File: src/rtl/uart_prog_loader_if.sv
// Program-write port between the serial loader and instruction memory.
//   upg_wen_o : one-cycle write strobe
//   upg_adr_o : word address of the current write
//   upg_dat_o : 32-bit write data, valid while upg_wen_o is high
// master = loader side (drives), slave = memory side (receives).
interface uart_prog_loader_if #(
    parameter int ADDR_W = 14
);
    logic              upg_wen_o;
    logic [ADDR_W-1:0] upg_adr_o;
    logic [31:0]       upg_dat_o;

    modport master (output upg_wen_o, output upg_adr_o, output upg_dat_o);
    modport slave  (input  upg_wen_o, input  upg_adr_o, input  upg_dat_o);
endinterface

File: src/rtl/uart_prog_loader.sv
// Serial program loader: receives a length-prefixed byte stream on a UART
// line, assembles little-endian 32-bit words and writes them one per strobe
// into instruction memory starting at word address 0.
// Ports:
//   clock     : single rising-edge clock (UART domain)
//   rst_n     : asynchronous active-low reset
//   start_pg  : one-cycle pulse entering load mode
//   rx        : UART receive line, idle high, asynchronous
//   upg       : program-write port (master side)
//   busy      : load in progress
//   done      : last load completed (sticky until next start_pg)
//   frame_err : stop-bit error seen during a load (sticky)
module uart_prog_loader #(
    parameter int CLKS_PER_BIT = 180,
    parameter int ADDR_W       = 14
) (
    input  logic                clock,
    input  logic                rst_n,
    input  logic                start_pg,
    input  logic                rx,
    uart_prog_loader_if.master  upg,
    output logic                busy,
    output logic                done,
    output logic                frame_err
);

    localparam int unsigned CNT_W = $clog2(CLKS_PER_BIT);
    localparam logic [CNT_W-1:0] HALF_M1 = CNT_W'(CLKS_PER_BIT / 2 - 1);
    localparam logic [CNT_W-1:0] FULL_M1 = CNT_W'(CLKS_PER_BIT - 1);

    typedef enum logic [1:0] {R_IDLE, R_START, R_DATA, R_STOP} rx_state_t;
    typedef enum logic [2:0] {L_IDLE, L_LEN, L_DATA, L_DONE, L_ERR} ld_state_t;

    // ------------------------------------------------------------------
    // rx synchronizer; rx_prev gives the previous synchronized sample for
    // falling-edge detection in R_IDLE.
    // ------------------------------------------------------------------
    logic rx_meta, rx_sync, rx_prev;

    always_ff @(posedge clock or negedge rst_n) begin
        if (!rst_n) begin
            rx_meta <= 1'b1;
            rx_sync <= 1'b1;
            rx_prev <= 1'b1;
        end else begin
            rx_meta <= rx;
            rx_sync <= rx_meta;
            rx_prev <= rx_sync;
        end
    end

    // ------------------------------------------------------------------
    // UART receiver
    // ------------------------------------------------------------------
    rx_state_t        rx_state, rx_state_n;
    logic [CNT_W-1:0] clk_cnt, clk_cnt_n;
    logic [2:0]       bit_cnt, bit_cnt_n;
    logic [7:0]       shift, shift_n;
    logic             byte_vld, byte_vld_n;
    logic             byte_err, byte_err_n;

    always_ff @(posedge clock or negedge rst_n) begin
        if (!rst_n) begin
            rx_state <= R_IDLE;
            clk_cnt  <= '0;
            bit_cnt  <= '0;
            shift    <= '0;
            byte_vld <= 1'b0;
            byte_err <= 1'b0;
        end else begin
            rx_state <= rx_state_n;
            clk_cnt  <= clk_cnt_n;
            bit_cnt  <= bit_cnt_n;
            shift    <= shift_n;
            byte_vld <= byte_vld_n;
            byte_err <= byte_err_n;
        end
    end

    always_comb begin
        rx_state_n = rx_state;
        clk_cnt_n  = clk_cnt + 1'b1;
        bit_cnt_n  = bit_cnt;
        shift_n    = shift;
        byte_vld_n = 1'b0;
        byte_err_n = 1'b0;
        case (rx_state)
            R_IDLE: begin
                clk_cnt_n = '0;
                if (rx_prev && !rx_sync) begin
                    rx_state_n = R_START;
                    bit_cnt_n  = '0;
                end
            end
            R_START: begin
                // Mid-bit check of the start bit filters short glitches.
                if (clk_cnt == HALF_M1) begin
                    clk_cnt_n  = '0;
                    rx_state_n = rx_sync ? R_IDLE : R_DATA;
                end
            end
            R_DATA: begin
                if (clk_cnt == FULL_M1) begin
                    clk_cnt_n = '0;
                    shift_n   = {rx_sync, shift[7:1]};
                    bit_cnt_n = bit_cnt + 1'b1;
                    if (bit_cnt == 3'd7) begin
                        rx_state_n = R_STOP;
                    end
                end
            end
            R_STOP: begin
                if (clk_cnt == FULL_M1) begin
                    clk_cnt_n  = '0;
                    rx_state_n = R_IDLE;
                    byte_vld_n = rx_sync;
                    byte_err_n = !rx_sync;
                end
            end
            default: rx_state_n = R_IDLE;
        endcase
    end

    // ------------------------------------------------------------------
    // Loader
    // ------------------------------------------------------------------
    ld_state_t         ld_state, ld_state_n;
    logic [1:0]        idx, idx_n;
    logic [15:0]       len, len_n;
    logic [15:0]       word_cnt, word_cnt_n;
    logic [ADDR_W-1:0] adr, adr_n;
    logic [23:0]       asm_q, asm_n;
    logic [31:0]       dat, dat_n;
    logic              wen, wen_n;
    logic              ferr, ferr_n;

    always_ff @(posedge clock or negedge rst_n) begin
        if (!rst_n) begin
            ld_state <= L_IDLE;
            idx      <= '0;
            len      <= '0;
            word_cnt <= '0;
            adr      <= '0;
            asm_q    <= '0;
            dat      <= '0;
            wen      <= 1'b0;
            ferr     <= 1'b0;
        end else begin
            ld_state <= ld_state_n;
            idx      <= idx_n;
            len      <= len_n;
            word_cnt <= word_cnt_n;
            adr      <= adr_n;
            asm_q    <= asm_n;
            dat      <= dat_n;
            wen      <= wen_n;
            ferr     <= ferr_n;
        end
    end

    always_comb begin
        ld_state_n = ld_state;
        idx_n      = idx;
        len_n      = len;
        word_cnt_n = word_cnt;
        adr_n      = adr;
        asm_n      = asm_q;
        dat_n      = dat;
        wen_n      = 1'b0;
        ferr_n     = ferr;
        case (ld_state)
            L_IDLE, L_DONE, L_ERR: begin
                if (start_pg) begin
                    ld_state_n = L_LEN;
                    idx_n      = '0;
                    len_n      = '0;
                    word_cnt_n = '0;
                    adr_n      = '0;
                    ferr_n     = 1'b0;
                end
            end
            L_LEN: begin
                if (byte_err) begin
                    ferr_n     = 1'b1;
                    ld_state_n = L_ERR;
                end else if (byte_vld) begin
                    if (idx == 2'd0) begin
                        len_n[7:0] = shift;
                        idx_n      = 2'd1;
                    end else begin
                        len_n[15:8] = shift;
                        idx_n       = 2'd0;
                        ld_state_n  = ({shift, len[7:0]} == 16'd0) ? L_DONE : L_DATA;
                    end
                end
            end
            L_DATA: begin
                // The strobe cycle advances address/count and decides completion.
                if (wen) begin
                    adr_n      = adr + 1'b1;
                    word_cnt_n = word_cnt + 16'd1;
                    if (word_cnt + 16'd1 == len) begin
                        ld_state_n = L_DONE;
                    end
                end
                if (byte_err) begin
                    ferr_n     = 1'b1;
                    ld_state_n = L_ERR;
                end else if (byte_vld) begin
                    idx_n = idx + 1'b1;
                    case (idx)
                        2'd0: asm_n[7:0]   = shift;
                        2'd1: asm_n[15:8]  = shift;
                        2'd2: asm_n[23:16] = shift;
                        default: begin
                            // Separate assembly register keeps upg_dat_o
                            // stable between writes.
                            dat_n = {shift, asm_q};
                            wen_n = 1'b1;
                        end
                    endcase
                end
            end
            default: ld_state_n = L_IDLE;
        endcase
    end

    assign upg.upg_wen_o = wen;
    assign upg.upg_adr_o = adr;
    assign upg.upg_dat_o = dat;
    assign busy          = (ld_state == L_LEN) || (ld_state == L_DATA);
    assign done          = (ld_state == L_DONE);
    assign frame_err     = ferr;

endmodule

File: src/flat_wrapper.sv
// flat-port wrapper written by rule: the top's interface ports become plain ports
module uart_prog_loader_flat 
#(
    parameter int CLKS_PER_BIT = 180,
    parameter int ADDR_W       = 14
)
  (clock, rst_n, start_pg, rx, busy, done, frame_err, upg_upg_wen_o, upg_upg_adr_o, upg_upg_dat_o);
  uart_prog_loader_if #(.ADDR_W(ADDR_W)) upg_i ();
  input  logic clock;
  input  logic rst_n;
  input  logic start_pg;
  input  logic rx;
  output logic busy;
  output logic done;
  output logic frame_err;
  output wire logic [$bits(upg_i.upg_wen_o)-1:0] upg_upg_wen_o;
  output wire logic [$bits(upg_i.upg_adr_o)-1:0] upg_upg_adr_o;
  output wire logic [$bits(upg_i.upg_dat_o)-1:0] upg_upg_dat_o;
  assign upg_upg_wen_o = upg_i.upg_wen_o;
  assign upg_upg_adr_o = upg_i.upg_adr_o;
  assign upg_upg_dat_o = upg_i.upg_dat_o;
  uart_prog_loader #(.CLKS_PER_BIT(CLKS_PER_BIT), .ADDR_W(ADDR_W)) u_core (.clock(clock), .rst_n(rst_n), .start_pg(start_pg), .rx(rx), .upg(upg_i), .busy(busy), .done(done), .frame_err(frame_err));
endmodule
File: config.mk
export PLATFORM = sky130hd
export DESIGN_NAME = uart_prog_loader_flat
export DESIGN_NICKNAME = d
export VERILOG_FILES = /design/src/rtl/uart_prog_loader_if.sv /design/src/rtl/uart_prog_loader.sv /design/src/flat_wrapper.sv
export SDC_FILE = /design/constraint.sdc
export NUM_CORES = 1
export LEC_CHECK = 0
export ABC_CLOCK_PERIOD_IN_PS = 2200
export CAP_MARGIN = 10
export CORE_ASPECT_RATIO = 1.5
export CORE_UTILIZATION = 45
export DETAILED_ROUTE_END_ITERATION = 12
export GPL_ROUTABILITY_DRIVEN = 0
export GPL_TIMING_DRIVEN = 1
export PLACE_DENSITY = 0.65
export SLEW_MARGIN = 40
export SYNTH_ARGS = -nofsm -noshare
export SYNTH_HDL_FRONTEND = slang
export SYNTH_SLANG_ARGS = --single-unit
File: constraint.sdc
create_clock -name clock -period 2.2 [get_ports clock]
set_input_delay 0.44 -clock clock [delete_from_list [all_inputs] [get_ports clock]]
set_output_delay 0.44 -clock clock [all_outputs]
set_load 0.01 [all_outputs]
Word-level counts from Yosys, hierarchy flattened
Index checks and enable logic that the tools add are counted.
- register bits after elaboration: 135
- bits in latches: 0
- memory bits (writable): 0
- bits in read-only memories: 0
- output and inout bits: 50
- logic and storage cells: 139
- memories: 0
- add/sub/neg operators: 5
- $mul: 0
- divide/modulo/power cells: 0
- order comparisons: 0
- equal/unequal tests: 31
- shifts and indexed selects: 0
- multiplexer cells: 51
- bitwise operators: 2
- reduce and logical (&&, ||, !) cells: 29
- operators with widths (cell ; count):
    $mux W16 ; 4
    $pmux W16 S2 ; 2
    $mux W8 ; 4
    $mux W14 ; 2
    $pmux W14 S2 ; 1
    $mux W3 ; 9
    $pmux W8 S3 ; 1
    $mux W2 ; 11
    $ne A2 B1 Y1 const B ; 10
    $reduce_and A5 Y1 ; 4
    $add A16 B1 Y16 const B ; 1
    $eq A16 B16 Y1 ; 1
    $logic_not A16 Y1 ; 1
    $reduce_and A4 Y1 ; 4
    $add A14 B1 Y14 const B ; 1
    $mux W1 ; 12
    $ne A3 B1 Y1 const B ; 3
    $pmux W3 S3 ; 1
    $reduce_and A3 Y1 ; 3
    $add A8 B1 Y8 const B ; 1
    $eq A8 B7 Y1 const B ; 1
    $eq A8 B8 Y1 const B ; 1
    $ne A2 B2 Y1 const B ; 4
    $pmux W2 S4 ; 1
    23 further kinds ; 35

Longest topological paths before layout
Gate-level depths: netlist of run 1.
- depth after elaboration: 6
- gate-level depth with buffers: 8
- mapped depth without buffers: 8

Worst setup path before layout of run 1
OpenSTA, ideal clock, no wires.
- kind: register -> register
- start point: register u_core.word_cnt[0]
- end point: register u_core.ld_state[0]
- setup time: 0.087 ns
- arrival: 1.818 ns
- slack: 0.295 ns
- cell stages (with the launch flop): 8
- path buffers: 0
- clock period less this slack: 1.905 ns
- cells stage by stage: dfrtp_1 -> ha_1 -> nand4_2 -> nor3b_2 -> and3_1 -> xnor2_1 -> o31a_1 -> a211oi_2
- cells in the longest elaborated chain, start to end: 4
- RTL lines (element ; line ; text):
    start: declaration ; uart_prog_loader.sv:130 ; logic [15:0] word_cnt, word_cnt_n;
    start signal: assignment ; uart_prog_loader.sv:152 ; word_cnt <= word_cnt_n;
    $add A16 B1 Y16 ; uart_prog_loader.sv:202 ; if (word_cnt + 16'd1 == len) begin
    $eq A16 B16 Y1 ; uart_prog_loader.sv:202 ;
    $ne A3 B1 Y1 (no source line) ; n/a ;
    $reduce_and A5 Y1 (no source line) ; n/a ;
    end signal: assignment ; uart_prog_loader.sv:149 ; ld_state <= ld_state_n;
    end: declaration ; uart_prog_loader.sv:127 ; ld_state_t ld_state, ld_state_n;
Every way passes these cells.
A chain may end at the register's enable or synchronous reset.

Final worst setup path of run 1
- start point: register u_core.word_cnt[1]
- end point: register u_core.ld_state[0]
The elaborated chain is that of the path after synthesis.

==> results_dict.tcl, run 1 <==
set metrics [dict create \
    synth_edf_count 0 \
    synth_cells 550 \
    synth_area_um2 6250 \
    synth.distinct_cells 51 \
    relSlewSlack_pct 62.0 \
    grt_usage_pct 21.2 \
    hold_viol 0 \
    cp.arrival_ps 2410 \
    end_kind "register" \
    async_flop_share_pct 100 \
    cts_hold_buf 0 \
    setup_viol 0 \
    clock_latency_ps 410 \
    grt_pass1_wl_um 23800 \
    first_pass_iters 10 \
    num_io_pins 54 \
    vias_per_cell 5.56 \
    antenna_left 0 \
    cts_root_buffer "clkbuf_16" \
    avgSynthCellArea_um2 11.4 \
    synth_ff_type "dfrtp_1" \
    fp-row-count 52 \
    cts.clk_slew.worst_paths_ps 60 \
    p_per_area_nw_per_um2 731 \
    wire_per_inst_um 17.2 \
    drt_iter0_drc 273 \
    tightest_slew_ps 570 \
    synth.top_cell.area_share_pct 52.8 \
    dr_total_vias 4518 \
    grt_pass1_vias 4813 \
    cts_sinks 135 \
    drt_wl_total_um 14000 \
    fin_area_um2 7790 \
    n_antenna_cell 0 \
    htreeDepth 4 \
    violations "DRC" \
    irDropWorstVdd_mv 0.515 \
    synth.area.top_cells "dfrtp_1 (53%), mux2_2 (13%), nand2_1 (3.2%)" \
    syn_to_final_growth_pct 24.6 \
    status "complete, but fails checks" \
    cts_buffers 17 \
    yosysMostFrequentCell "dfrtp_1" \
    placed_area_um2 7190 \
    clockBufferDepth 2 \
    yosysWarnings 0 \
    path_class "register to register" \
    slowest_stage "dfrtp_1" \
    portBuffers 53 \
    fin_hold_ws_ps 18.4 \
    finalClockSkew_ps 6.98 \
    coreArea_um2 13500 \
    die_h_um 146 \
    hp-class "input port to asynchronous set/reset pin" \
    cts_tree "done" \
    slew_violations 0 \
    synth_seq_cells 135 \
    grt_max_degree 44 \
    cpPeakStageDelay_ps 400 \
    drive_gt1_share_pct 24.0 \
    start_kind "register" \
    overflow 0 \
    min_period_over_period_pct 94.9 \
    die_width_um 98.2 \
    dieArea_um2 14400 \
    required_ps 2520 \
    place_hpwl_um 9860 \
    synth_common_cells "dfrtp_1 (132), mux2_2 (72), nand2_1 (53)" \
    cap_viol_max_count 0 \
    start_util_pct 46.2 \
    antenna_found_initial 0 \
    timing.fmax_mhz 479 \
    drc 2 \
    syn-num-nets 564 \
    path_cells "ha_1 -> nand4_2 -> o21ai_1 -> a21oi_1 -> a311oi_2 -> nand3_1 -> a211oi_2" \
    layout.nets 651 \
    ys_seq_area_share_pct 54.1 \
    leakage_nw 3.72 \
    synth.largest_area_cell "dfrtp_1" \
    crit_fanout 6 \
    fin_crit_ps 2090 \
]
-- path summary, 6_finish.rpt --
check / from / endpoint / slack [ps] / cells past startpoint
worst max-delay path: u_core.word_cnt[1] / u_core.ld_state[0] / 110 / 7
worst min-delay path: rst_n / u_core.upg.upg_adr_o[4] / 20 / 1
worst max register to register: u_core.word_cnt[1] / u_core.ld_state[0] / 110 / 7
worst min register to register: u_core.rx_meta / u_core.rx_sync / 360 / 0
max in group asynchronous: rst_n / u_core.word_cnt[3] / 1570 / 2
min in group clock: u_core.rx_meta / u_core.rx_sync / 360 / 0
-- critical path: cells and delay by family (launching register included) --
| family | cells | cell delay (ps) |
|---|---|---|
| flops | 1 | 400 |
| compound gates | 4 | 940 |
| fa+ha+maj | 1 | 210 |
| simple gates | 2 | 440 |
-- flip-flops by register name, indices dropped and copies added (netlist names), 2 cells and up, named ones only --
signal and count:
u_core.word_cnt 16, u_core.idx 2, u_core.ld_state 3, u_core.upg.upg_adr_o 14, u_core.asm_q 24, u_core.bit_cnt 3, u_core.shift 8, u_core.len 16
u_core.clk_cnt 8, u_core.upg.upg_dat_o 32
-- metrics by stage --
stage	TNS, ps	utilization (%)	power [mW]	std cells	setup slack [ps]
5_1_grt	-4.80	57.5	5.92	812	-4.80
4_1_cts	0	57.4	5.75	812	19.9
3_3_place_gp	-1190	53.1	3.01	779	-132
6_report	0	57.5	5.69	812	112
3_5_place_dp	-1850	53.1	3.04	779	-197
2_1_floorplan	0	-	2.86	550	295
-- logic make-up after synthesis --
| kind of cell | synth area share [%] |
|---|---|
| adders and majority gates | 2.00 |
| and+or+nand+nor | 14.0 |
| muxes | 15.3 |
| DFF | 54.1 |
| AOI/OAI and AO/OA | 7.67 |
| xor gates and xnor gates | 4.62 |
| buffers and inverters | 2.32 |
-- final cells by class --
| type | count | area [µm²] |
|---|---|---|
| clock inverters | 14 | 125 |
| multi-input cells | 379 | 2750 |
| well taps | 162 | 203 |
| flip-flops and latches | 135 | 3380 |
| repair buffers | 88 | 827 |
| fillers | 1153 | 5750 |
| clock buffers | 18 | 439 |
| inverters | 16 | 60.1 |
-- routing by layer --
metal | track usage [%] | vias up | wire length, µm
met1 | 24.0 | 2256 | 5660
li1 | - | 2129 | -
met5 | 0 | - | 0
met4 | 9.33 | 0 | 327
met3 | 4.74 | 33 | 487
met2 | 37.7 | 100 | 7490
-- power breakdown --
part           leakage, nW  total (mW)  internal, mW  switching, mW
logic                 1.59       0.379         0.155          0.224
clock network        0.273        2.69          1.59           1.10
registers             1.86        2.62          2.55         0.0719
total                 3.72        5.69          4.29           1.40
-- repair_timing --
| item | in CTS | in global routing |
|---|---|---|
| setup endpoints to repair | 2 | 2 |
| resized for setup | 5 | 6 |
| buffers inserted | 1 | 0 |
-- cell usage in the layout (no fill, tap or decap), drive strengths merged, types with 4 or more instances in the layout --
master and instances:
dfrtp 132, mux2 82, nand2 53, clkdlybuf4s50 50, nor2 37, buf 36, o21ai 30, xnor2 19
inv 19, nand3 18, clkbuf 18, a21oi 15, xor2 14, and3 13, or3 11, ha 10
nor3 10, nand4 10, clkinv 7, o31ai 6, nor4 6, nor2b 4
Note: power is estimated with default switching activity, not from simulation.
==> inputs of run 2 (changes only) <==
Settings changed: GPL_ROUTABILITY_DRIVEN 0 to default.
==> results_dict.tcl, run 2 (synthesized netlist as in run 1, its figures left out) <==
set metrics [dict create \
    seqPwrFrac_pct 45.3 \
    grt_max_degree 48 \
    coreArea_um2 13500 \
    vias_per_cell 5.52 \
    hold_path_end "u_core.rx_sync" \
    dieArea_um2 14400 \
    grt_usage_pct 21.3 \
    power_frac_clock_pct 48.2 \
    hold_viol 0 \
    antenna_found_initial 0 \
    num_io_pins 54 \
    met1_usage_pct 24.4 \
    htreeDepth 4 \
    gp_congestion 0.829 \
    drt_wl_total_um 14000 \
    multiInputGateArea_um2 2760 \
    min_period_over_period_pct 95.4 \
    p_switching_mw 1.47 \
    p_per_area_nw_per_um2 731 \
    hold_depth 0 \
    crit_fanout 6 \
    start_kind "register" \
    cts_root_buffer "clkbuf_16" \
    tightest_slew_ps 462 \
    cts_sinks 135 \
    largest_reg_flops 32 \
    fp-row-count 52 \
    use_met2_pct 36.8 \
    syn_to_final_growth_pct 26.3 \
    fin_hold_ws_ps 355 \
    cts.clk_slew.worst_paths_ps 60 \
    rsz0062_at_grt "false" \
    wire_per_inst_um 17.1 \
    violations "DRC" \
    end_kind "primary output" \
    power_switching_share_pct 25.5 \
    path_class "register to primary output" \
    timing.fmax_mhz 476 \
    grt.busiest_layer "met2" \
    r2r_cells 7 \
    power_mw 5.77 \
    hp-class "register to register" \
    cap_viol_max_count 0 \
    comb_power_share_pct 6.5 \
    grt_pass1_vias 4892 \
    drt_iter0_drc 152 \
    final_cell_mix "dfrtp_1 (131), mux2_2 (72), nand2_1 (53)" \
    leakage_nw 3.80 \
    grt_pass1_wl_um 24000 \
    stdcell_count 823 \
    n_antenna_cell 0 \
    slew_violations 0 \
    clockBufferDepth 2 \
    die_width_um 98.2 \
    seqCellArea_um2 3380 \
    setup_tns_ps 0 \
    status "complete, but fails checks" \
    reg2reg_from "u_core.word_cnt[0]" \
    finalClockSkew_ps 13.0 \
    hp-start "u_core.rx_meta" \
    start_util_pct 46.2 \
    overflow 0 \
    cts_tree "done" \
    irDropWorstVdd_mv 0.482 \
    layout.nets 662 \
    r2r-end "u_core.ld_state[0]" \
    cts_buffers 17 \
    layout_commonest_cell "dfrtp_1" \
    antenna_left 0 \
    first_pass_iters 11 \
    relSlewSlack_pct 69.0 \
    cp.arrival_ps 1660 \
    place_hpwl_um 10100 \
    die_h_um 146 \
    global_route.usage.met3_pct 4.98 \
    drc 2 \
    dr_total_vias 4540 \
    portBuffers 53 \
    setup_viol 0 \
    clock_latency_ps 420 \
    required_ps 1760 \
    fin_crit_ps 2100 \
    drive_gt1_share_pct 25.0 \
    internal_power_mw 4.30 \
    rrSetupSlack_ps 150 \
    placed_cells 788 \
    fill_cells 1168 \
]
## run 2: cell count changes in the layout (fill, tap and decap cells not counted), moves of 2 or more
cell	before	now
buf_4	33	43
clkinv_2	4	1
clkinvlp_4	3	1
inv_6	3	7
## run 2: routing by layer
layer / vias to the layer above / part of all wire [%]
met3: 37 / 3.5
li1: 2158 / -
met5: - / 0
met4: 0 / 3.7
met1: 2255 / 41
met2: 90 / 52
## run 2: final cells by class
class | count | share of cell area (%)
Multi-Input combinational cell | 379 | 34.9
Clock buffer | 17 | 5.39
Inverter | 16 | 0.761
Clock inverter | 15 | 2.00
Tap cell | 162 | 2.57
Sequential cell | 135 | 42.8
Timing Repair Buffer | 99 | 11.6
## run 2: metrics by stage
| stage | util, % | worst slack (ps) | area (µm²) |
|---|---|---|---|
| after global placement | 53.6 | -97.3 | 7260 |
| after floorplan | - | 295 | 6250 |
| after global routing | 58.3 | 6.25 | 7900 |
| after detailed placement | 53.6 | -154 | 7260 |
| after CTS | 58.1 | 22.1 | 7860 |
| final | 58.3 | 101 | 7900 |
## run 2: power by group through the flow
stage	clock network, mW	logic (mW)	registers [mW]
floorplan	0	0.223	2.64
global placement	0	0.356	2.66
detailed placement	0	0.376	2.66
CTS	2.82	0.385	2.62
global route	2.94	0.431	2.62
finish	2.78	0.377	2.62
## run 2: repair_timing
item	4_1_cts	5_1_grt
gates resized for setup	4	8
hold endpoints to repair	24	0
endpoints found under the setup margin	2	2
cloned	0	0
hold buffers	1	0
pin swaps	0	1
buffers inserted	1	1
## run 2: how the worst max path moves through the flow
stage | start | endpoint | slack, ps | depth (start not counted)
global placement | start_pg | u_core.upg.upg_adr_o[6] | -100 | 6
CTS | u_core.word_cnt[0] | u_core.ld_state[0] | 20 | 7
floorplan | u_core.word_cnt[0] | u_core.ld_state[0] | 290 | 7
finish | u_core.ld_state[0] | busy | 100 | 4
detailed placement | start_pg | u_core.upg.upg_adr_o[7] | -150 | 7
global route | u_core.word_cnt[0] | u_core.ld_state[0] | 6 | 8
## run 2: worst max-delay path, stage by stage (launching register included)
cell and delay [ps]:
dfrtp_2 410, buf_4 160, or2_1 270, o21ai_1 150, clkdlybuf4s15_1 270
==> inputs of run 3 (changes only) <==
Settings changed: RECOVER_POWER from default to 100.
==> results_dict.tcl, run 3 (synthesized netlist as in run 1, its figures left out) <==
set metrics [dict create \
    num_io_pins 54 \
    rsz0062_at_grt "false" \
    grt_usage_pct 21.3 \
    clock_latency_ps 420 \
    drive_gt1_share_pct 23.6 \
    start_kind "register" \
    layout.nets 662 \
    cp.arrival_ps 1660 \
    n_antenna_cell 0 \
    fin_crit_ps 2100 \
    dieArea_um2 14400 \
    vias_per_cell 5.53 \
    first_pass_iters 11 \
    violations "DRC" \
    fin_util_pct 57.9 \
    hold_viol 0 \
    overflow 0 \
    syn_to_final_growth_pct 25.3 \
    required_ps 1760 \
    tightest_slew_ps 732 \
    gp_congestion 0.829 \
    layout_commonest_cell "dfrtp_1" \
    grt_pass1_wl_um 24000 \
    grt_max_degree 48 \
    setup_tns_ps 0 \
    crit_fanout 6 \
    cap_viol_max_count 0 \
    cts.clk_slew.worst_paths_ps 60 \
    wire_per_inst_um 17.0 \
    antenna_found_initial 0 \
    fin_hold_ws_ps 360 \
    dr_total_vias 4553 \
    cts_buffers 17 \
    drt_iter0_drc 166 \
    die_h_um 146 \
    relSlewSlack_pct 51.2 \
    slew_violations 0 \
    coreArea_um2 13500 \
    path_cells "buf_4 -> or2_1 -> o21ai_1 -> clkdlybuf4s15_1" \
    drc 2 \
    placed_cells 788 \
    finalClockSkew_ps 11.8 \
    die_width_um 98.2 \
    drt_wl_total_um 14000 \
    grt_pass1_vias 4892 \
    largest_reg_flops 32 \
    rrSetupSlack_ps 150 \
    path_buf_inv 2 \
    cts_root_buffer "clkbuf_16" \
    leakage_nw 3.93 \
    cts_sinks 135 \
    p_per_area_nw_per_um2 735 \
    power_mw 5.75 \
    cts_tree "done" \
    stdcell_count 823 \
    antenna_left 0 \
    fp-row-count 52 \
    path_class "register to primary output" \
    status "complete, but fails checks" \
    final_cell_mix "dfrtp_1 (131), mux2_2 (72), nand2_1 (53)" \
    portBuffers 53 \
    start_util_pct 46.2 \
    htreeDepth 4 \
    slowest_stage "dfrtp_2" \
    clockBufferDepth 2 \
    min_period_over_period_pct 95.3 \
    cp_top_family "buffers and inverters" \
    timing.fmax_mhz 477 \
    end_kind "primary output" \
    hp-class "register to register" \
    setup_viol 0 \
    irDropWorstVdd_mv 0.477 \
    place_hpwl_um 10100 \
    cpPeakStageDelay_ps 410 \
]
-- run 3: cell types whose count changed in the layout (fill, tap and decap cells not counted), sizes merged --
cell	delta
clkdlybuf4s50	-49
buf	-13
clkbuf	+13
dlygate4sd3	+49
-- run 3: path summary, 6_finish.rpt --
check                                         from                  endpoint  depth (start not counted)
worst min register to register      u_core.rx_meta            u_core.rx_sync                          0
max in group asynchronous                    rst_n         u_core.bit_cnt[0]                          3
worst max register to register  u_core.word_cnt[0]        u_core.ld_state[0]                          7
worst max-delay path            u_core.ld_state[0]                      busy                          4
min in group asynchronous                    rst_n  u_core.upg.upg_adr_o[12]                          2
worst min-delay path                u_core.rx_meta            u_core.rx_sync                          0
-- run 3: per-layer routing --
metal | vias to the layer above | share of wire [%] | GRT usage, %
met1 | 2249 | 40 | 24.4
li1 | 2162 | - | -
met5 | - | 0 | 0
met4 | 0 | 3.2 | 10.8
met3 | 30 | 4.4 | 4.98
met2 | 112 | 52 | 36.8
-- run 3: layout make-up --
cell class	instances	area (µm²)
repair buffers	99	847
clock inverters	15	158
fillers	1182	5700
well taps	162	203
multi-input cells	379	2760
flip-flops and latches	135	3380
inverters	16	60.1
clock buffers	17	425
-- run 3: stage by stage --
stage,cell area (µm²),worst slack [ps]
4_1_cts,7860,22.1
2_1_floorplan,6250,295
3_3_place_gp,7260,-97.3
6_report,7830,104
3_5_place_dp,7260,-154
5_1_grt,7830,6.25
-- run 3: power by group --
group	total, mW	switching (mW)	leakage, nW	internal [mW]
logic	0.356	0.218	1.78	0.138
clock network	2.78	1.18	0.285	1.60
registers	2.62	0.0705	1.86	2.54
-- run 3: what timing repair did --
action                                 in CTS  in global routing
endpoints found under the hold margin      24                  0
hold buffers                                1                  0
setup endpoints to repair                   2                  2
setup buffers                               1                  1
pin swaps                                   0                  1
resized for setup                           4                  8
